File: src/rtl/cpu_pkg.sv
// cpu_pkg
// Shared definitions for the CPU sequencer: control opcode constants, the
// sequencer state enum and helpers that slice an 8-bit instruction into its
// opcode / destination / source fields.
package cpu_pkg;

    // Control opcodes the sequencer reacts to; every other opcode is an ALU write
    localparam logic [3:0] OPCODE_NOP  = 4'h0;
    localparam logic [3:0] OPCODE_JMP  = 4'hE;
    localparam logic [3:0] OPCODE_HALT = 4'hF;

    typedef enum logic [2:0] {
        S_IDLE,
        S_FETCH,
        S_DECODE,
        S_EXEC,
        S_WB,
        S_HALTED
    } ctrl_state_t;

    // Instruction layout: opcode [7:4], destination [3:2], source [1:0]
    function automatic logic [3:0] instrOpcode(input logic [7:0] instr);
        return instr[7:4];
    endfunction

    function automatic logic [1:0] instrDst(input logic [7:0] instr);
        return instr[3:2];
    endfunction

    function automatic logic [1:0] instrSrc(input logic [7:0] instr);
        return instr[1:0];
    endfunction

endpackage

File: src/rtl/cpu_ctrl_pc.sv
// cpu_ctrl_pc
// Program counter and retired-instruction counter for the sequencer.
// Ports:
//   i_clk, i_rst     : clock and synchronous active-high reset
//   i_clear          : return the PC to 0 (restart from HALTED)
//   i_load           : load the PC from i_loadAddr (jump)
//   i_inc            : advance the PC by one, wrapping 8'hFF -> 8'h00
//   i_loadAddr       : jump address
//   i_retire         : an instruction completed this cycle
//   o_pc             : current program counter
//   o_retired        : completed-instruction count, wraps at 256
module cpu_ctrl_pc (
    input  logic       i_clk,
    input  logic       i_rst,
    input  logic       i_clear,
    input  logic       i_load,
    input  logic       i_inc,
    input  logic [7:0] i_loadAddr,
    input  logic       i_retire,
    output logic [7:0] o_pc,
    output logic [7:0] o_retired
);

    logic [7:0] r_pc;
    logic [7:0] r_retired;

    // PC register: clear has priority over load, load over increment.
    // The 8-bit add wraps naturally from 8'hFF to 8'h00.
    always_ff @(posedge i_clk) begin
        if (i_rst) begin
            r_pc <= 8'h00;
        end else if (i_clear) begin
            r_pc <= 8'h00;
        end else if (i_load) begin
            r_pc <= i_loadAddr;
        end else if (i_inc) begin
            r_pc <= r_pc + 8'd1;
        end
    end

    // Retired counter: only reset clears it, so a restart after HALT keeps it
    always_ff @(posedge i_clk) begin
        if (i_rst) begin
            r_retired <= 8'h00;
        end else if (i_retire) begin
            r_retired <= r_retired + 8'd1;
        end
    end

    assign o_pc      = r_pc;
    assign o_retired = r_retired;

endmodule

File: src/rtl/cpu_ctrl.sv
// cpu_ctrl
// Four-stage sequencer (fetch, decode, execute, write-back) for the 8-bit
// CPU datapath. Owns the instruction register, drives one-cycle stage
// enables, gates register-file write-back and handles JMP / HALT.
// Ports:
//   i_clk, i_rst              : clock and synchronous active-high reset
//   i_start                   : leave IDLE or HALTED (ignored while busy)
//   o_imem_req, o_imem_addr   : instruction fetch request and address (= pc)
//   i_imem_ready, i_imem_data : fetch completion and fetched instruction
//   o_ir                      : instruction register
//   o_stage_dc/ex/wb          : one-cycle stage enables
//   o_rf_we, o_rf_waddr       : register-file write strobe and index
//   i_jmp_target              : jump address, sampled in write-back
//   o_pc                      : program counter
//   o_halted, o_busy          : status decoded from the state register
//   o_retired                 : completed-instruction count
// Every output comes from registered state only.
module cpu_ctrl
    import cpu_pkg::*;
#(
    parameter logic [3:0] OP_NOP  = OPCODE_NOP,
    parameter logic [3:0] OP_JMP  = OPCODE_JMP,
    parameter logic [3:0] OP_HALT = OPCODE_HALT
) (
    input  logic       i_clk,
    input  logic       i_rst,
    input  logic       i_start,
    output logic       o_imem_req,
    output logic [7:0] o_imem_addr,
    input  logic       i_imem_ready,
    input  logic [7:0] i_imem_data,
    output logic [7:0] o_ir,
    output logic       o_stage_dc,
    output logic       o_stage_ex,
    output logic       o_stage_wb,
    output logic       o_rf_we,
    output logic [1:0] o_rf_waddr,
    input  logic [7:0] i_jmp_target,
    output logic [7:0] o_pc,
    output logic       o_halted,
    output logic       o_busy,
    output logic [7:0] o_retired
);

    ctrl_state_t r_state;
    ctrl_state_t w_nextState;
    logic [7:0]  r_ir;
    logic [3:0]  w_opcode;
    logic        w_isJmp;
    logic        w_isHalt;
    logic        w_noWrite;
    logic        w_pcClear;
    logic        w_pcLoad;
    logic        w_pcInc;
    logic        w_retire;

    assign w_opcode  = instrOpcode(r_ir);
    assign w_isJmp   = (w_opcode == OP_JMP);
    assign w_isHalt  = (w_opcode == OP_HALT);
    assign w_noWrite = (w_opcode == OP_NOP) || w_isJmp || w_isHalt;

    // State register
    always_ff @(posedge i_clk) begin
        if (i_rst) begin
            r_state <= S_IDLE;
        end else begin
            r_state <= w_nextState;
        end
    end

    // Instruction register: captures only on a completed fetch, so a stray
    // ready pulse in any other state leaves it untouched
    always_ff @(posedge i_clk) begin
        if (i_rst) begin
            r_ir <= 8'h00;
        end else if ((r_state == S_FETCH) && i_imem_ready) begin
            r_ir <= i_imem_data;
        end
    end

    // Next-state and stage decode. Strobes depend on r_state and r_ir only;
    // inputs reach just the next-state and PC-control terms.
    always_comb begin
        w_nextState = r_state;
        o_imem_req  = 1'b0;
        o_stage_dc  = 1'b0;
        o_stage_ex  = 1'b0;
        o_stage_wb  = 1'b0;
        o_rf_we     = 1'b0;
        o_halted    = 1'b0;
        o_busy      = 1'b0;
        w_pcClear   = 1'b0;
        w_pcLoad    = 1'b0;
        w_pcInc     = 1'b0;
        w_retire    = 1'b0;
        case (r_state)
            S_IDLE: begin
                if (i_start) begin
                    w_nextState = S_FETCH;
                end
            end
            S_FETCH: begin
                o_imem_req = 1'b1;
                o_busy     = 1'b1;
                if (i_imem_ready) begin
                    w_nextState = S_DECODE;
                end
            end
            S_DECODE: begin
                o_stage_dc  = 1'b1;
                o_busy      = 1'b1;
                w_nextState = S_EXEC;
            end
            S_EXEC: begin
                o_stage_ex  = 1'b1;
                o_busy      = 1'b1;
                w_nextState = S_WB;
            end
            S_WB: begin
                o_stage_wb  = 1'b1;
                o_busy      = 1'b1;
                o_rf_we     = !w_noWrite;
                w_retire    = 1'b1;
                w_pcLoad    = w_isJmp;
                w_pcInc     = !(w_isJmp || w_isHalt);
                w_nextState = w_isHalt ? S_HALTED : S_FETCH;
            end
            S_HALTED: begin
                o_halted = 1'b1;
                if (i_start) begin
                    w_pcClear   = 1'b1;
                    w_nextState = S_FETCH;
                end
            end
            default: begin
                w_nextState = S_IDLE;
            end
        endcase
    end

    cpu_ctrl_pc u_pc (
        .i_clk      (i_clk),
        .i_rst      (i_rst),
        .i_clear    (w_pcClear),
        .i_load     (w_pcLoad),
        .i_inc      (w_pcInc),
        .i_loadAddr (i_jmp_target),
        .i_retire   (w_retire),
        .o_pc       (o_pc),
        .o_retired  (o_retired)
    );

    assign o_imem_addr = o_pc;
    assign o_ir        = r_ir;
    assign o_rf_waddr  = instrDst(r_ir);

endmodule

File: config.mk
export PLATFORM = sky130hd
export DESIGN_NAME = cpu_ctrl
export DESIGN_NICKNAME = d
export VERILOG_FILES = /design/src/rtl/cpu_pkg.sv /design/src/rtl/cpu_ctrl_pc.sv /design/src/rtl/cpu_ctrl.sv
export SDC_FILE = /design/constraint.sdc
export NUM_CORES = 1
export LEC_CHECK = 0
export ABC_AREA = 1
export BUFFER_PORTS_ARGS = -buffer_cell sky130_fd_sc_hd__buf_2
export CORE_ASPECT_RATIO = 0.9
export CORE_UTILIZATION = 52
export DETAILED_ROUTE_END_ITERATION = 12
export HOLD_SLACK_MARGIN = 0.1
export PLACE_DENSITY = 0.92
export SLEW_MARGIN = 40
export SYNTH_ARGS = -nofsm -noshare
export SYNTH_HDL_FRONTEND = slang
export SYNTH_SLANG_ARGS = --single-unit
File: constraint.sdc
create_clock -name i_clk -period 4.2 [get_ports i_clk]
set_clock_uncertainty 0.2 [all_clocks]
set_input_delay 0.42 -clock i_clk [delete_from_list [all_inputs] [get_ports i_clk]]
set_output_delay 0.42 -clock i_clk [all_outputs]
set_load 0.02 [all_outputs]
== Yosys cells after proc, flatten, opt, wreduce, memory -nomap -nowiden ==
Cells that the tools add are included.
W data, S select, Z words.
Word-level totals
  latch bits: 0
  register bits: 27
  bits in read-only memories: 0
  input port bits: 20
  memories: 0
  memory bits (writable): 0
  output and inout port bits: 41
Operators by class
  mux-type cells: 17
  divide/modulo/power cells: 0
  shift operators: 0
  add/subtract/negate cells: 2
  magnitude comparators: 0
  bitwise logic cells: 0
  multipliers: 0
  reduce and logical (&&, ||, !) cells: 13
  eq/ne operators: 9
Operator list (number)
  $add A8 B1 Y8 const B: 2
  $mux W8: 2
  $pmux W3 S5: 1
  $mux W1: 11
  $mux W3: 3
  $eq A4 B4 Y1 const B: 2
  $eq A3 B2 Y1 const B: 2
  $eq A3 B3 Y1 const B: 2
  $logic_not A4 Y1: 1
  $reduce_or A2 Y1: 2
  $reduce_or A4 Y1: 1
  $eq A3 B1 Y1 const B: 1
  $logic_not A3 Y1: 1
  $logic_or A1 B1 Y1: 3
  $logic_not A1 Y1: 2
  $ne A2 B1 Y1 const B: 1
  $ne A2 B2 Y1 const B: 1
  $reduce_and A2 Y1: 1
  $reduce_bool A2 Y1: 1
  $logic_and A1 B1 Y1: 1

== Longest topological paths before layout ==
  word-level depth: 6
  mapped depth: 9
  gate-level depth less buffers: 9

== Cells and area by module ==
From an unflattened synthesis, not the netlist that was laid out.
Second synthesis, totals
  cell total of the unflattened synthesis: 216
  area total of the unflattened synthesis: 1447.6 µm²
By module, submodules not included
  cpu_ctrl_pc: seq. area each 320.3 µm², times used 1, cells each 124, area an instance 837.1 µm²
  cpu_ctrl: seq. area each 220.2 µm², times used 1, cells each 92, area an instance 610.6 µm²

== Least setup slack after synthesis ==
No wires, ideal clock.
  kind: flip-flop to output port
  start point: register r_state[2]
  end point: output port o_rf_we
  arrival: 1.222 ns
  cell stages (with the launch flop): 6
  path slack: 2.358 ns
  buffers on the path: 1
  cells stage by stage: dfxtp_1 -> nand3_4 -> inv_2 -> buf_6 -> nand2_2 -> a21oi_1
Between the ends
  longest elaborated chain between the ends: 2
RTL lines
  start: declaration: line cpu_ctrl.sv:45  | ctrl_state_t r_state;
  start signal: assignment: line cpu_ctrl.sv:67  | r_state <= w_nextState;
  $eq A3 B3 Y1: line cpu_ctrl.sv:96  | case (r_state)
  $mux W1: line cpu_ctrl.sv:96
  end: declaration: line cpu_ctrl.sv:36  | output logic o_rf_we,
Every way passes these cells.

== Final worst setup path ==
Same ends and word-level chain as after synthesis.

==> summary.md <==
| Metric | Value |
|---|---|
| Antenna-violating nets left | `0` |
| Final Hold Fails | `0` |
| Die area | `0.003177 mm2` |
| Critical Path AT | `1.64 ns` |
| Mux cell area share after synthesis | `0%` |
| Clock Pin Slew Worst Setup and Hold Paths | `0.15 ns` |
| Drt pass-1 iters | `4` |
| Largest family of logic cells by synthesized area | `simple AND/OR/NAND/NOR gates` |
| Layout area overhead | `19.38%` |
| CP endpoint kind | `primary output` |
| Synth Register Bits | `27` |
| Grt ovf | `0` |
| Clk root buf | `clkbuf_4` |
| Avg Vias per Cell | `4.892` |
| Pwr dens | `292.2 mW/mm2` |
| Synthesized instance count | `241` |
| Share of layout cells above drive strength 1 | `25.85%` |
| Total track usage | `23.58%` |
| Period utilisation layout | `53.76%` |
| CP required | `3.58 ns` |
| Largest net degree at the start of global routing | `17` |
| Post-Synth Adder-Cell Area | `1.629%` |
| Core box area | `0.002770 mm2` |
| Cts repair resizes | `0` |
| Worst skew pair latency | `0.32 ns` |
| Ys async rst share | `0%` |
| Die Y | `53.57 um` |
| Dominant cells by area after synthesis | `dfxtp_1 (35%), nand2_1 (16%), inv_1 (7.8%)` |
| Final Critical Period | `2.258 ns` |
| Hold_buf cts | `1` |
| Final WL | `3517 um` |
| Number of synthesized flops with an enable pin | `0` |
| Final Util | `66.22%` |
| Detailed-placement wirelength estimate | `2624 um` |
| Synth Area in XOR/XNOR | `0%` |
| Worst rel slew slack | `62.58%` |
| Post-synthesis sequential area ratio | `35.18%` |
| Status | `finished clean` |
| WHS Path Cells | `3` |
| Top cells by count, synth | `nand2_1 (66), inv_1 (32), nor2_1 (30)` |
| Final setup fails | `0` |
| HP Class | `input pin to flip-flop` |
| Peak VDD IR | `0.2535 mV` |
| Final TNS setup | `0 ns` |
| Initial Utilization | `55.47%` |
| Post-synth top area cell | `dfxtp_1` |
| Synth Area in Compound Gates | `12.21%` |
| Slew Viols, Final | `0` |
| Vias in the first global route | `1376` |
| Worst Path Class, Setup | `flip-flop to primary output` |
| Total CTS buffers | `3` |
| Nets@finish | `317` |
| Port bufs | `60` |
| Syn nets | `263` |
| Reg2reg path depth | `8` |
| Ant. Diodes | `0` |
| Fmax | `442.9 MHz` |
| GPL Wtd Cong | `0.8369` |
| Initial DRC count | `78` |
| DRC viols | `0` |
| Post-CTS setup-driven buffer insertion count | `0` |
| TritonCTS clock tree | `yes` |
| Clk sinks | `27` |
| I/O Pins | `61` |
| H-Tree Depth | `1` |
| Most common cell in the netlist | `nand2_1` |
| Worst-path maximum fanout | `11` |
| Total Power | `535.9 uW` |
| Yosys cell types | `24` |
| Yosys top cell area share | `35.18%` |
| Leakage | `0.9590 nW` |
| Vias | `1634` |
| RSZ-0062 raised after global routing | `false` |
| Worst slew pin tran | `0.5576 ns` |
| Die width | `59.30 um` |
| DR WL/cell | `10.53 um` |
| CTS Buffer Depth | `2` |
| Synthesized area | `0.001536 mm2` |
| Global-route wire length before repair | `5747 um` |
| Main flop type after synthesis | `dfxtp_1` |
| YS warnings | `0` |
| Mean area per synthesized cell | `6.375 um2` |
| # Max-Cap Violations | `0` |
| Simple-gate share of the synthesized area | `36.56%` |
| Rows | `18` |
| CP startpoint kind | `flip-flop` |
| Initial antenna violation count | `0` |
-- power breakdown --
group          internal (mW)  total, mW  leakage (nW)  switching (mW)
Sequential             0.272      0.287         0.219          0.0152
Combinational         0.0460      0.137         0.722          0.0908
Clock                 0.0357      0.112        0.0177          0.0761
-- final cells by class --
class                   count  area (um2)
multi-input cells         167       774.5
flip-flops and latches     27       540.5
repair buffers             61       310.3
well taps                  40       50.05
clock inverters             1       5.005
fillers                   277       935.9
inverters                  35       131.4
clock buffers               3       22.52
-- state kept, by name, summed over array words and instances, names as in the netlist --
register / cells
o_ir: 8
r_state: 3
u_pc.o_retired: 8
u_pc.o_pc: 8
-- metal layers --
metal  track usage [%]  part of all wire, %  vias to the layer above  routed length [um]
met4             4.365                 0.54                        0                  19
met1             28.25                   45                      724                1587
li1                  -                    -                      857                   -
met2             43.82                   49                       51                1719
met3             4.808                  5.4                        2                 190
met5                 0                    0                        -                   0
-- final timing paths --
check | start | end | slack (ns)
worst max-delay path | r_state[2]$_SDFFE_PP0P_ | o_rf_we | 1.94
worst min-delay path | i_jmp_target[2] | u_pc.o_pc[2]$_SDFFE_PP0P_ | 0.12
worst max register to register | r_state[2]$_SDFFE_PP0P_ | u_pc.o_pc[3]$_SDFFE_PP0P_ | 2.52
worst min register to register | o_ir[1]$_SDFFE_PP0P_ | o_ir[1]$_SDFFE_PP0P_ | 0.30
-- per-stage QoR --
| stage | area, um2 | std cells | hold slack (ns) | setup slack [ns] |
|---|---|---|---|---|
| global route | 1834 | 334 | 0.1057 | 1.782 |
| detailed placement | 1797 | 329 | 0.2717 | 2.353 |
| global placement | 1797 | 329 | 0.2623 | 2.399 |
| floorplan | 1536 | 241 | 0.2891 | 2.358 |
| CTS | 1834 | 334 | 0.1191 | 1.954 |
| finish | 1834 | 334 | 0.1155 | 1.942 |
-- cells by family (layout without fill, tap and decap cells) --
family / after synthesis / in the layout
adder cells (fa/ha/maj): 2 / 2
AO/OA/AOI/OAI: 36 / 36
buffers and inverters: 47 / 100
AND/OR/NAND/NOR: 129 / 129
flip-flops: 27 / 27
-- critical path: stages, from the launching register on --
cell and delay (ns):
dfxtp_1 0.48, nand3_4 0.18, inv_2 0.21, nand2_2 0.12, a21oi_1 0.14, buf_2 0.18
-- cell usage in the layout, fill, tap and decap left out --
cell | synthesis | layout
nand3b_1 | 1 | 1
nor3_1 | 2 | 2
clkinv_2 | 0 | 1
nand2_1 | 66 | 66
clkbuf_4 | 0 | 3
nor2_4 | 1 | 1
buf_2 | 0 | 60
ha_1 | 2 | 2
a21oi_2 | 1 | 1
dfxtp_1 | 27 | 27
o21ai_2 | 1 | 1
o21ai_1 | 2 | 2
nor3b_1 | 1 | 1
nand3_1 | 19 | 19
nor2_2 | 1 | 1
o21ai_0 | 15 | 15
nand4_1 | 3 | 3
a21oi_1 | 17 | 17
nand2_2 | 3 | 3
dlygate4sd3_1 | 0 | 1
inv_2 | 3 | 3
inv_1 | 32 | 32
nor2_1 | 30 | 30
nand3_4 | 1 | 1
and2_4 | 1 | 1
No activity file was read; power rests on OpenSTA's default activity.
